## config.mk

```make
export PLATFORM = sky130hd
export DESIGN_NAME = axi_rd_arb
export DESIGN_NICKNAME = d
export VERILOG_FILES = /design/src/rtl/axi_rd_arb_pkg.sv /design/src/rtl/axi_rd_arb_chk.sv /design/src/rtl/axi_rd_arb_pick.sv /design/src/rtl/axi_rd_arb.sv
export SDC_FILE = /design/constraint.sdc
export NUM_CORES = 1
export LEC_CHECK = 0
export BUFFER_PORTS_ARGS = -buffer_cell sky130_fd_sc_hd__buf_2
export CAP_MARGIN = 5
export CORE_AREA = 3 3 164 166
export DETAILED_ROUTE_END_ITERATION = 8
export DIE_AREA = 0 0 167 169
export MAX_ROUTING_LAYER = met4
export PLACE_DENSITY_LB_ADDON = 0.15
export SLEW_MARGIN = 20
export SYNTH_ARGS = -nofsm -noshare
export SYNTH_HDL_FRONTEND = slang
export SYNTH_SLANG_ARGS = --single-unit
```

## constraint.sdc

```tcl
create_clock -name clk -period 1.6 [get_ports clk]
set_clock_uncertainty 0.15 [all_clocks]
set_input_delay 0.32 -clock clk [delete_from_list [all_inputs] [get_ports clk]]
set_output_delay 0.32 -clock clk [all_outputs]
set_load 0.005 [all_outputs]
```

## src/rtl/axi_rd_arb_pkg.sv

```systemverilog
// Shared types for the two-port AXI4 read arbiter: AR/R channel payloads
// and the arbiter state encoding.
package axi_rd_arb_pkg;

    localparam int AxiIdWidth   = 4;
    localparam int AxiAddrWidth = 32;
    localparam int AxiDataWidth = 64;

    typedef struct packed {
        logic [AxiIdWidth-1:0]   id;
        logic [AxiAddrWidth-1:0] addr;
        logic [7:0]              len;
        logic [2:0]              size;
        logic [1:0]              burst;
        logic                    lock;
        logic [3:0]              cache;
        logic [2:0]              prot;
        logic [3:0]              qos;
        logic [3:0]              region;
    } ar_chan_t;

    typedef struct packed {
        logic [AxiIdWidth-1:0]   id;
        logic [AxiDataWidth-1:0] data;
        logic [1:0]              resp;
        logic                    last;
    } r_chan_t;

    typedef enum logic [1:0] {
        IDLE = 2'd0,
        ADDR = 2'd1,
        DATA = 2'd2
    } arb_state_e;

endpackage

```

## src/rtl/axi_rd_arb_chk.sv

```systemverilog
// Simulation-only protocol checks for the read arbiter.
module axi_rd_arb_chk
    import axi_rd_arb_pkg::*;
(
    input logic       clk_i,
    input logic       rst_i,
    input arb_state_e state_i,
    input logic       grant_i,
    input logic       s0_arvalid_i,
    input logic       s1_arvalid_i,
    input logic       m_rvalid_i
);

    // Granted requester must keep arvalid up until its address handshake
    a_arvalid_held: assert property (@(posedge clk_i) disable iff (rst_i)
        (state_i == ADDR) |-> (grant_i ? s1_arvalid_i : s0_arvalid_i))
        else $error("axi_rd_arb: granted requester dropped arvalid before handshake");

    // Read data is only expected once an address has been issued
    a_rvalid_in_data: assert property (@(posedge clk_i) disable iff (rst_i)
        (state_i != DATA) |-> !m_rvalid_i)
        else $error("axi_rd_arb: rvalid from memory outside the data phase");

endmodule

```

## src/rtl/axi_rd_arb_pick.sv

```systemverilog
// Winner select for the read arbiter. Build option AXI_RD_ARB_RR_EN selects
// round-robin on ties; otherwise FIXED_PRIO_PORT wins ties.
module axi_rd_arb_pick #(
    parameter int FIXED_PRIO_PORT = 1
) (
    input  logic req0_i,
    input  logic req1_i,
    input  logic last_grant_i,
    output logic winner_o
);

`ifdef AXI_RD_ARB_RR_EN
    // Tie goes to the port that did not own the previous burst
    always_comb begin
        winner_o = 1'b0;
        if (req0_i && req1_i) begin
            winner_o = ~last_grant_i;
        end else if (req1_i) begin
            winner_o = 1'b1;
        end else begin
            winner_o = 1'b0;
        end
    end
`else
    localparam logic PrioPort = (FIXED_PRIO_PORT != 0) ? 1'b1 : 1'b0;

    // Grant history is irrelevant under fixed priority
    logic unused_last_grant_s;
    assign unused_last_grant_s = last_grant_i;

    // Tie goes to the statically preferred port
    always_comb begin
        winner_o = 1'b0;
        if (req0_i && req1_i) begin
            winner_o = PrioPort;
        end else if (req1_i) begin
            winner_o = 1'b1;
        end else begin
            winner_o = 1'b0;
        end
    end
`endif

endmodule

```

## src/rtl/axi_rd_arb.sv

```systemverilog
// Two-to-one AXI4 read arbiter in front of ssram_ctrl. One burst owns the
// downstream port from address grant until its RLAST beat; an idle cycle
// always separates bursts. Build option: AXI_RD_ARB_RR_EN (round-robin ties).
module axi_rd_arb
    import axi_rd_arb_pkg::*;
#(
    parameter int NUM_PORTS       = 2,
    parameter int FIXED_PRIO_PORT = 1
) (
    input  logic     clk,
    input  logic     rst,
    input  ar_chan_t s0_ar,
    input  logic     s0_arvalid,
    output logic     s0_arready,
    output r_chan_t  s0_r,
    output logic     s0_rvalid,
    input  logic     s0_rready,
    input  ar_chan_t s1_ar,
    input  logic     s1_arvalid,
    output logic     s1_arready,
    output r_chan_t  s1_r,
    output logic     s1_rvalid,
    input  logic     s1_rready,
    output ar_chan_t m_ar,
    output logic     m_arvalid,
    input  logic     m_arready,
    input  r_chan_t  m_r,
    input  logic     m_rvalid,
    output logic     m_rready,
    output logic     busy
);

    if (NUM_PORTS != 2) begin : g_num_ports_chk
        $error("axi_rd_arb supports exactly two ports");
    end

    arb_state_e state_q, state_d;
    logic       grant_q, grant_d;
    logic       last_grant_q, last_grant_d;
    logic       winner_s;
    logic       sel_arvalid_s;
    logic       sel_rready_s;

    axi_rd_arb_pick #(
        .FIXED_PRIO_PORT(FIXED_PRIO_PORT)
    ) u_pick (
        .req0_i      (s0_arvalid),
        .req1_i      (s1_arvalid),
        .last_grant_i(last_grant_q),
        .winner_o    (winner_s)
    );

    assign sel_arvalid_s = grant_q ? s1_arvalid : s0_arvalid;
    assign sel_rready_s  = grant_q ? s1_rready  : s0_rready;
    assign busy          = (state_q != IDLE);

    // State, current owner and previous owner registers
    always_ff @(posedge clk or posedge rst) begin
        if (rst) begin
            state_q      <= IDLE;
            grant_q      <= 1'b0;
            last_grant_q <= 1'b1;
        end else begin
            state_q      <= state_d;
            grant_q      <= grant_d;
            last_grant_q <= last_grant_d;
        end
    end

    // Next state and combinational routing of AR/R to the granted port
    always_comb begin
        state_d      = state_q;
        grant_d      = grant_q;
        last_grant_d = last_grant_q;
        m_ar         = '0;
        m_arvalid    = 1'b0;
        m_rready     = 1'b0;
        s0_arready   = 1'b0;
        s1_arready   = 1'b0;
        s0_r         = '0;
        s1_r         = '0;
        s0_rvalid    = 1'b0;
        s1_rvalid    = 1'b0;
        case (state_q)
            IDLE: begin
                if (s0_arvalid || s1_arvalid) begin
                    grant_d = winner_s;
                    state_d = ADDR;
                end else begin
                    state_d = IDLE;
                end
            end
            ADDR: begin
                m_arvalid = sel_arvalid_s;
                if (grant_q) begin
                    m_ar       = s1_ar;
                    s1_arready = m_arready;
                end else begin
                    m_ar       = s0_ar;
                    s0_arready = m_arready;
                end
                if (sel_arvalid_s && m_arready) begin
                    state_d = DATA;
                end else begin
                    state_d = ADDR;
                end
            end
            DATA: begin
                m_rready = sel_rready_s;
                if (grant_q) begin
                    s1_r      = m_r;
                    s1_rvalid = m_rvalid;
                end else begin
                    s0_r      = m_r;
                    s0_rvalid = m_rvalid;
                end
                if (m_rvalid && sel_rready_s && m_r.last) begin
                    last_grant_d = grant_q;
                    state_d      = IDLE;
                end else begin
                    state_d = DATA;
                end
            end
            default: begin
                state_d = IDLE;
            end
        endcase
    end

    axi_rd_arb_chk u_chk (
        .clk_i       (clk),
        .rst_i       (rst),
        .state_i     (state_q),
        .grant_i     (grant_q),
        .s0_arvalid_i(s0_arvalid),
        .s1_arvalid_i(s1_arvalid),
        .m_rvalid_i  (m_rvalid)
    );

endmodule

```

# ---- Word-level counts from Yosys, hierarchy flattened
# Cells that the tools add are included.
dict set report totals {
  inputBits 209
  register_bits 3
  elab_cells 36
}
dict set report classes {
  n_reduce_logical 8
  mux 24
  eq_ne 2
}
# cell n
set ops {}
lappend ops {{$mux W71} 4}
lappend ops {{$mux W65} 2}
lappend ops {{$mux W1} 15}
lappend ops {{$pmux W2 S3} 1}
lappend ops {{$logic_and A1 B1 Y1} 4}
lappend ops {{$mux W2} 2}
lappend ops {{$eq A2 B1 Y1 const B} 1}
lappend ops {{$eq A2 B2 Y1 const B} 1}
lappend ops {{$logic_not A2 Y1} 1}
lappend ops {{$reduce_and A2 Y1} 1}
lappend ops {{$reduce_bool A2 Y1} 1}
lappend ops {{$logic_or A1 B1 Y1} 1}

# ---- Longest topological paths before layout
# Gate-level depths: netlist of the first run.
dict set report depth {
  depth_word 5
  mapped_depth 5
}

# ---- Hierarchy
# A second synthesis of the first run with hierarchy kept.
dict set report unflattened {
  hier_cells 334
  hier_area_um2 2243.4
}
# module n_inst area_each_um2 seq_area_each_um2 cells_per_inst
set by_module_without_submodules {}
lappend by_module_without_submodules {axi_rd_arb 1 2239.6 101.3 333}
lappend by_module_without_submodules {axi_rd_arb_pick 1 3.8 0.0 1}

# ---- Least setup slack after synthesis of the first run
# OpenSTA, ideal clock, no wires.
dict set report synth_timing {
  path_type {register -> output}
  startpoint {reg state_q[0]}
  endpoint {out s0_r[0] (netlist name)}
  n_path_buf 1
  setup_slack_ns 0.093
  stages_incl_launch_ff 5
  required_time_ns 1.130
  t_arrival_ns 1.037
  cell_sequence {dfrtp_1 > nand2b_4 > nor2_8 > buf_6 > and2_1}
}
# element line_no
set synth_lines {}
lappend synth_lines {{start, declared} axi_rd_arb.sv:37} ;# arb_state_e state_q, state_d;
lappend synth_lines {{start signal, assigned} axi_rd_arb.sv:64} ;# state_q <= state_d;
lappend synth_lines {{end, declared} axi_rd_arb.sv:15} ;# output r_chan_t s0_r,

==> impl_metrics.tcl, run 1 <==
set metrics [dict create \
    status "complete, but fails checks" \
    violations "setup timing" \
    tritoncts_num_sinks 3 \
    wl_per_cell_um 14.8 \
    final_nets 981 \
    synth_most_common_cell "and2_1" \
    postLayoutSetupSlackWorst_ns -0.352 \
    rr_worst_depth 5 \
    drv_slew 0 \
    hold_depth 2 \
    synth_cells 330 \
    max-slew-margin-rel_pct 84.1 \
    cts-htree-levels 1 \
    drive_gt1_share_pct 66.3 \
    die_x_um 167 \
    ys_async_sr_fraction_pct 100 \
    path_class "reg -> out" \
    preCtsSetupSlack_ns -0.163 \
    cts_inserted_buffers 3 \
    grt_pass1_wl_um 21600 \
    finalNonFillerCells 1107 \
    seq_area_frac_synth_pct 3.22 \
    clock-root-buffer "clkbuf_16" \
    avgViaCountPerCell 3.51 \
    rsz0062_at_grt "true" \
    drtPass1Iterations 4 \
    r2r_start "grant_q$_DFFE_PP0P_" \
    synth_warnings 0 \
    grt_pass1_vias 3762 \
    ys.flop_type "dfrtp_1" \
    ys_ff_latch 3 \
    grt_start_max_net_pins 60 \
    ys_types 19 \
    leakage_nw 3.44 \
    yosysTopAreaCell "and2_1" \
    netlist_area_sq_um 2330 \
    coreArea_sq_um 25800 \
    crit_arrival_ns 1.48 \
    end_kind "output port" \
    path_max_fanout 6 \
    drc 0 \
    rows 59 \
    synth_edf_count 0 \
    yosys-top-cells-area "and2_1 39%, mux2i_1 29%, nor2_1 12%" \
    drt_iter0_markers 68 \
    r2r_end "state_q[0]$_DFF_PP0_" \
    start_kind "register" \
    overflow 0 \
    p_per_area_nw_per_um2 1100 \
    yosysTopAreaCellShare_pct 38.7 \
    wl_um 16400 \
    clk_latency_ns 0.22 \
    whs_ns 0.222 \
    io_pins 423 \
    clk_pin_slew_ns 0.03 \
    peakVddDrop_mv 0.609 \
    setup_viol 213 \
    start_util_pct 9.04 \
    cts_tree "yes" \
    finalHoldViolations 0 \
    crit_required_ns 1.13 \
    die-area_sq_um 28200 \
    fmax_mhz 512 \
    final_area_sq_um 5550 \
    hold_path_class "in -> reg" \
    antenna_left 0 \
    syn2layout_area_growth_pct 138 \
    syn_area_per_cell_sq_um 7.06 \
    worst_pin_slew_ns 0.234 \
    rrSetupSlack_ns 0.01 \
    grtUsageTotal_pct 10.0 \
    finalCriticalPeriod_ns 1.95 \
    synth_common_cells "144 x and2_1, 72 x nor2_1, 67 x mux2i_1" \
    dp_cells 1089 \
    io_buffer_count 422 \
    die_h_um 169 \
    crit_start "grant_q$_DFFE_PP0P_" \
    vias 3887 \
    clock_path_buffers 2 \
    dp_hpwl_um 13600 \
    synth_nets 539 \
    placed_area_sq_um 4920 \
    gp_congestion 0.754 \
    crit_end "m_ar[24]" \
    antenna_found_initial 1 \
    period_share_pct 122 \
    final_core_util_pct 21.5 \
    max-cap-violations 0 \
]
## placed cells by master, fill, tap and decap left out
cell type and instances:
a22o_1 1, and2_1 115, and2_4 29, buf_12 12, buf_16 1, buf_2 392
buf_4 21, buf_6 34, buf_8 1, clkbuf_1 1, clkbuf_16 7, dfrtp_1 1
dfrtp_2 1, dfrtp_4 1, diode_2 1, dlygate4sd3_1 1, inv_1 2, inv_2 1
mux2i_1 65, mux2i_2 1, mux2i_4 1, nand2_1 3, nand2b_4 2, nand3b_1 1
nor2_1 68, nor2_2 3, nor2_4 1, nor2_8 2, nor3_1 2, o22ai_2 1
## critical path, cell delays in order, from the launching register on
cell	delay, ns
dfrtp_4	0.54
buf_12	0.16
buf_16	0.14
mux2i_1	0.11
nor2_1	0.15
buf_2	0.15
## power by group
group	internal, mW	switching (mW)	leakage (nW)
sequential	0.125	0.0773	0.0334
clock	0.329	0.0663	0.0382
combinational	3.06	2.47	3.37
total	3.51	2.61	3.44
## worst min path at each step
stage	from	end	slack (ns)
2_1_floorplan	rst	grant_q$_DFFE_PP0P_	-0.08
3_3_place_gp	rst	state_q[1]$_DFF_PP0_	0.05
3_5_place_dp	rst	state_q[1]$_DFF_PP0_	0.05
4_1_cts	s1_arvalid	grant_q$_DFFE_PP0P_	0.22
5_1_grt	s1_arvalid	grant_q$_DFFE_PP0P_	0.24
6_report	s1_arvalid	grant_q$_DFFE_PP0P_	0.22
## final cells by class
cell class / instances / area, sq um
multi-input cells: 295 / 2060
flip-flops and latches: 3 / 80.1
well taps: 335 / 419
inverters: 3 / 11.3
repair buffers: 466 / 2900
clock buffers: 4 / 78.8
diodes: 1 / 2.50
fillers: 2939 / 20200
## metrics by stage
stage | setup TNS [ns] | power [mW]
detailed placement | -9.95 | 5.09
floorplan | 0 | 2.81
finish | -59.34 | 6.12
CTS | -67.85 | 5.80
global route | -75.86 | 6.65
global placement | -10.11 | 5.20
## per-layer routing
| layer | wire [um] | vias up | GRT usage, % | share of wire [%] |
|---|---|---|---|---|
| met1 | 6070 | 1697 | 11.2 | 37 |
| met3 | 1150 | 10 | 1.21 | 7.0 |
| met4 | 228 | 0 | 1.90 | 1.4 |
| li1 | - | 1922 | - | - |
| met2 | 8950 | 258 | 19.2 | 55 |
| met5 | 0 | - | - | 0 |
## kinds of logic (layout without fill, tap and decap cells)
group,count (synthesis),count (layout),synth area share [%]
DFF,3,3,3.22
muxes,67,67,28.8
buffers and inverters,32,473,13.0
AOI/OAI and AO/OA,2,2,0.913
other,0,1,0
and+or+nand+nor,226,226,54.1
## sequential cells by signal, summed over array words and instances, names as in the netlist
name / flops
grant_q: 1
state_q: 2
## what timing repair did
| item | CTS | global route |
|---|---|---|
| hold buffers | 1 | 0 |
| gates resized for setup | 11 | 66 |
| gates cloned | 1 | 6 |
| hold endpoints to repair | 3 | 0 |
| pin swaps | 16 | 25 |
| endpoints found under the setup margin | 214 | 216 |
| buffers inserted | 3 | 2 |
No activity file was read; power rests on OpenSTA's default activity.
==> inputs of run 2 (changes only) <==
Settings changed: CTS_BUF_LIST set to sky130_fd_sc_hd__clkbuf_2.
==> impl_metrics.tcl, run 2 (synthesis gave the netlist of run 1 again) <==
set metrics [dict create \
    start_util_pct 9.04 \
    finalHoldViolations 0 \
    io_pins 423 \
    wl_um 17500 \
    path_class "reg -> out" \
    finalNonFillerCells 1122 \
    max-slew-margin-rel_pct 82.4 \
    peakVddDrop_mv 0.664 \
    dp_cells 1089 \
    hp-start "s1_arvalid" \
    finalCriticalPeriod_ns 1.95 \
    tritoncts_num_sinks 3 \
    die_h_um 169 \
    crit_arrival_ns 1.48 \
    cts_inserted_buffers 3 \
    cts-htree-levels 1 \
    crit_start "grant_q$_DFFE_PP0P_" \
    path_max_fanout 12 \
    rows 59 \
    drive_gt1_share_pct 67.9 \
    syn2layout_area_growth_pct 148 \
    r2r_start "grant_q$_DFFE_PP0P_" \
    grtUsageTotal_pct 10.6 \
    die_x_um 167 \
    setup_tns_ns -62.43 \
    rsz0062_at_grt "true" \
    postLayoutSetupSlackWorst_ns -0.350 \
    clock-root-buffer "clkbuf_2" \
    status "complete, but fails checks" \
    max-cap-violations 0 \
    layout_commonest_cell "buf_2" \
    drc 0 \
    layout.cells.most_common_list "392 x buf_2, 114 x and2_1, 64 x mux2i_1" \
    die-area_sq_um 28200 \
    end_kind "output port" \
    leakage_nw 3.54 \
    worst_pin_slew_ns 0.257 \
    whs_ns 0.245 \
    crit_required_ns 1.13 \
    rrSetupSlack_ns 0.01 \
    total_power_mw 6.55 \
    clk_latency_ns 0.20 \
    antenna_left 0 \
    drv_slew 0 \
    drtPass1Iterations 4 \
    overflow 0 \
    hold_path_class "in -> reg" \
    vias 3957 \
    grt_pass1_vias 3864 \
    fillers 2893 \
    grt_pass1_wl_um 22500 \
    fmax_mhz 513 \
    setup_viol 214 \
    clk_pin_slew_ns 0.04 \
    drt_iter0_markers 59 \
    start_kind "register" \
    clock_path_buffers 2 \
    antenna_found_initial 1 \
    p_per_area_nw_per_um2 1130 \
    final_nets 996 \
    reg_top3 "state_q (2), grant_q (1)" \
    period_share_pct 122 \
    dp_hpwl_um 13600 \
    grt_start_max_net_pins 49 \
    regArea_sq_um 80.1 \
    wl_per_cell_um 15.6 \
    multiInputGateArea_sq_um 2080 \
    avgViaCountPerCell 3.53 \
    regMostFlops "state_q" \
    largest_register_ffs 2 \
    io_buffer_count 422 \
    cts_tree "yes" \
    coreArea_sq_um 25800 \
    gp_congestion 0.754 \
    violations "setup timing" \
]
## run 2: layer usage
metal,share of wire [%],GRT usage [%]
met1,38,11.4
met2,54,20.4
met3,6.6,1.26
met4,1.8,2.62
met5,0,-
## run 2: power by group
| part | internal [mW] | switching [mW] |
|---|---|---|
| combinational | 3.54 | 2.70 |
| clock | 0.0660 | 0.0374 |
| sequential | 0.124 | 0.0802 |
| total | 3.73 | 2.82 |
## run 2: cell type report
type	instances	share of cell area [%]
Antenna cell	1	0.0433
Clock buffer	4	0.346
Inverter	3	0.238
Multi-Input combinational cell	295	36.0
Sequential cell	3	1.38
Tap cell	335	7.25
Timing Repair Buffer	481	54.7
## run 2: worst paths after layout
path	cells past startpoint	endpoint
max reg2reg	5	state_q[0]$_DFF_PP0_
max	6	s1_r[40]
min reg2reg	3	state_q[0]$_DFF_PP0_
min in group asynchronous	3	state_q[0]$_DFF_PP0_
max in group asynchronous	3	grant_q$_DFFE_PP0P_
min	2	grant_q$_DFFE_PP0P_
## run 2: timing repair
item / in CTS / in global routing
endpoints found under the setup margin: 214 / 215
hold buffers: 1 / 0
endpoints found under the hold margin: 3 / 0
setup buffers: 8 / 5
resized for setup: 24 / 71
cloned: 6 / 10
pin swaps: 15 / 27
## run 2: critical path: stages, from the launching register on
cell and delay (ns):
dfrtp_4 0.55, inv_4 0.11, nor2_8 0.04, buf_12 0.15, buf_8 0.15, and2_1 0.15, buf_2 0.12
## run 2: stage by stage
step	worst slack (ns)	util [%]	area [sq um]
2_1_floorplan	0.0928	-	2330
3_3_place_gp	-0.178	19.1	4920
3_5_place_dp	-0.163	19.1	4920
4_1_cts	-0.393	20.5	5280
5_1_grt	-0.421	22.4	5780
6_report	-0.350	22.4	5780
==> inputs of run 3 (changes only) <==
Settings changed: TNS_END_PERCENT set to 10.
==> impl_metrics.tcl, run 3 (synthesis gave the netlist of run 1 again) <==
set metrics [dict create \
    status "complete, but fails checks" \
    violations "setup timing" \
    layout.cells.most_common_list "419 x buf_2, 143 x and2_1, 66 x mux2i_1" \
    antenna_found_initial 1 \
    setup_viol 213 \
    peakVddDrop_mv 0.587 \
    antenna_left 0 \
    layout_commonest_cell "buf_2" \
    finalCriticalPeriod_ns 1.93 \
    end_kind "output port" \
    postLayoutSetupSlackWorst_ns -0.326 \
    wl_um 15400 \
    power_frac_comb_pct 94.4 \
    p_per_area_nw_per_um2 1060 \
    total_power_mw 5.38 \
    r2r_end "state_q[0]$_DFF_PP0_" \
    wl_per_cell_um 14.0 \
    gp_congestion 0.754 \
    path_class "reg -> out" \
    dp_hpwl_um 13600 \
    start_util_pct 9.04 \
    avgViaCountPerCell 3.45 \
    io_pins 423 \
    crit_arrival_ns 1.46 \
    intPower_mw 2.90 \
    hold_path_class "in -> reg" \
    p_seq_share_pct 3.7 \
    die_h_um 169 \
    coreArea_sq_um 25800 \
    cts-htree-levels 1 \
    whs_ns 0.244 \
    final_nets 971 \
    hp-start "s1_arvalid" \
    tritoncts_num_sinks 3 \
    leakage_nw 3.28 \
    grt_start_max_net_pins 60 \
    grtUsageTotal_pct 9.96 \
    io_buffer_count 422 \
    switchingPower_mw 2.49 \
    vias 3780 \
    overflow 0 \
    rsz0062_at_grt "true" \
    fmax_mhz 519 \
    drt_iter0_markers 62 \
    grt_pass1_wl_um 21400 \
    drc 0 \
    clockPowerShare_pct 1.9 \
    cts_inserted_buffers 3 \
    clk_latency_ns 0.20 \
    die_x_um 167 \
    crit_required_ns 1.13 \
    path_max_fanout 11 \
    rr_worst_depth 5 \
    final_core_util_pct 19.7 \
    crit_start "grant_q$_DFFE_PP0P_" \
    syn2layout_area_growth_pct 118 \
    drv_slew 0 \
    rrSetupSlack_ns 0.02 \
    largest_register_ffs 2 \
    period_share_pct 120 \
    grt_pass1_vias 3728 \
    clock_path_buffers 2 \
    clk_pin_slew_ns 0.04 \
    crit_end "m_ar[54]" \
    finalHoldViolations 0 \
    cts_tree "yes" \
    reg_top3 "state_q (2), grant_q (1)" \
    drive_gt1_share_pct 62.8 \
    r2r_start "grant_q$_DFFE_PP0P_" \
    max-slew-margin-rel_pct 82.6 \
    drtPass1Iterations 4 \
    clock-root-buffer "clkbuf_2" \
    worst_pin_slew_ns 0.254 \
    rows 59 \
    preCtsSetupSlack_ns -0.163 \
    switching_share_pct 46.2 \
    start_kind "register" \
    regMostFlops "state_q" \
    die-area_sq_um 28200 \
    max-cap-violations 0 \
]
## run 3: cell types whose count changed in the layout (fill, tap and decap cells not counted), moves of 2 or more
cell,before,now
buf_2,392,419
clkbuf_16,6,1
buf_6,40,6
mux2i_1,64,66
buf_8,3,0
mux2i_2,2,0
and2_4,30,1
buf_16,4,0
buf_4,21,19
buf_12,14,10
and2_1,114,143
## run 3: what timing repair did
action                                  4_1_cts  5_1_grt
hold endpoints to repair                      3        0
pin swaps                                    18        3
hold buffers                                  1        0
gates resized for setup                      15        8
gates cloned                                  1        1
setup buffers                                 0        1
endpoints found under the setup margin      214      216
## run 3: power by group through the flow
stage | combinational, mW | sequential (mW) | clock, mW
2_1_floorplan | 2.66 | 0.148 | 0
3_3_place_gp | 5.01 | 0.188 | 0
3_5_place_dp | 4.90 | 0.189 | 0
4_1_cts | 5.13 | 0.217 | 0.111
5_1_grt | 5.60 | 0.206 | 0.116
6_report | 5.08 | 0.197 | 0.104
## run 3: through the flow
stage                     instance area, sq um  instances  TNS (ns)
after global routing                      5080       1097    -73.86
after detailed placement                  4920       1089     -9.95
after floorplan                           2330        330         0
after CTS                                 5030       1095    -66.28
after global placement                    4920       1089    -10.11
final                                     5080       1097    -53.22
## run 3: worst min-delay path by stage
| stage | slack (ns) | cells past startpoint | endpoint |
|---|---|---|---|
| after CTS | 0.23 | 2 | grant_q$_DFFE_PP0P_ |
| after global routing | 0.25 | 2 | grant_q$_DFFE_PP0P_ |
| final | 0.24 | 2 | grant_q$_DFFE_PP0P_ |
| after global placement | 0.05 | 2 | state_q[1]$_DFF_PP0_ |
| after floorplan | -0.08 | 1 | grant_q$_DFFE_PP0P_ |
| after detailed placement | 0.05 | 2 | state_q[1]$_DFF_PP0_ |
## run 3: critical path, stage by stage (launching register included)
cell and delay (ns):
dfrtp_4 0.54, buf_12 0.18, buf_4 0.15, mux2i_1 0.18
nor2_1 0.06, buf_2 0.12
## run 3: cell type report
class | instances | area (sq um)
fill | 2971 | 20700
inverter | 3 | 11.3
tap | 335 | 419
antenna | 1 | 2.50
timing repair buffer | 456 | 2540
sequential | 3 | 78.8
clock buffer | 4 | 20.0
multi-input combinational | 295 | 2010
## run 3: metal layers
metal	part of all wire, %	track usage [%]	vias up
met3	7.7	1.19	8
met2	54	19.2	254
li1	-	-	1904
met4	1.0	1.90	0
met5	0	-	-
met1	37	11.1	1614
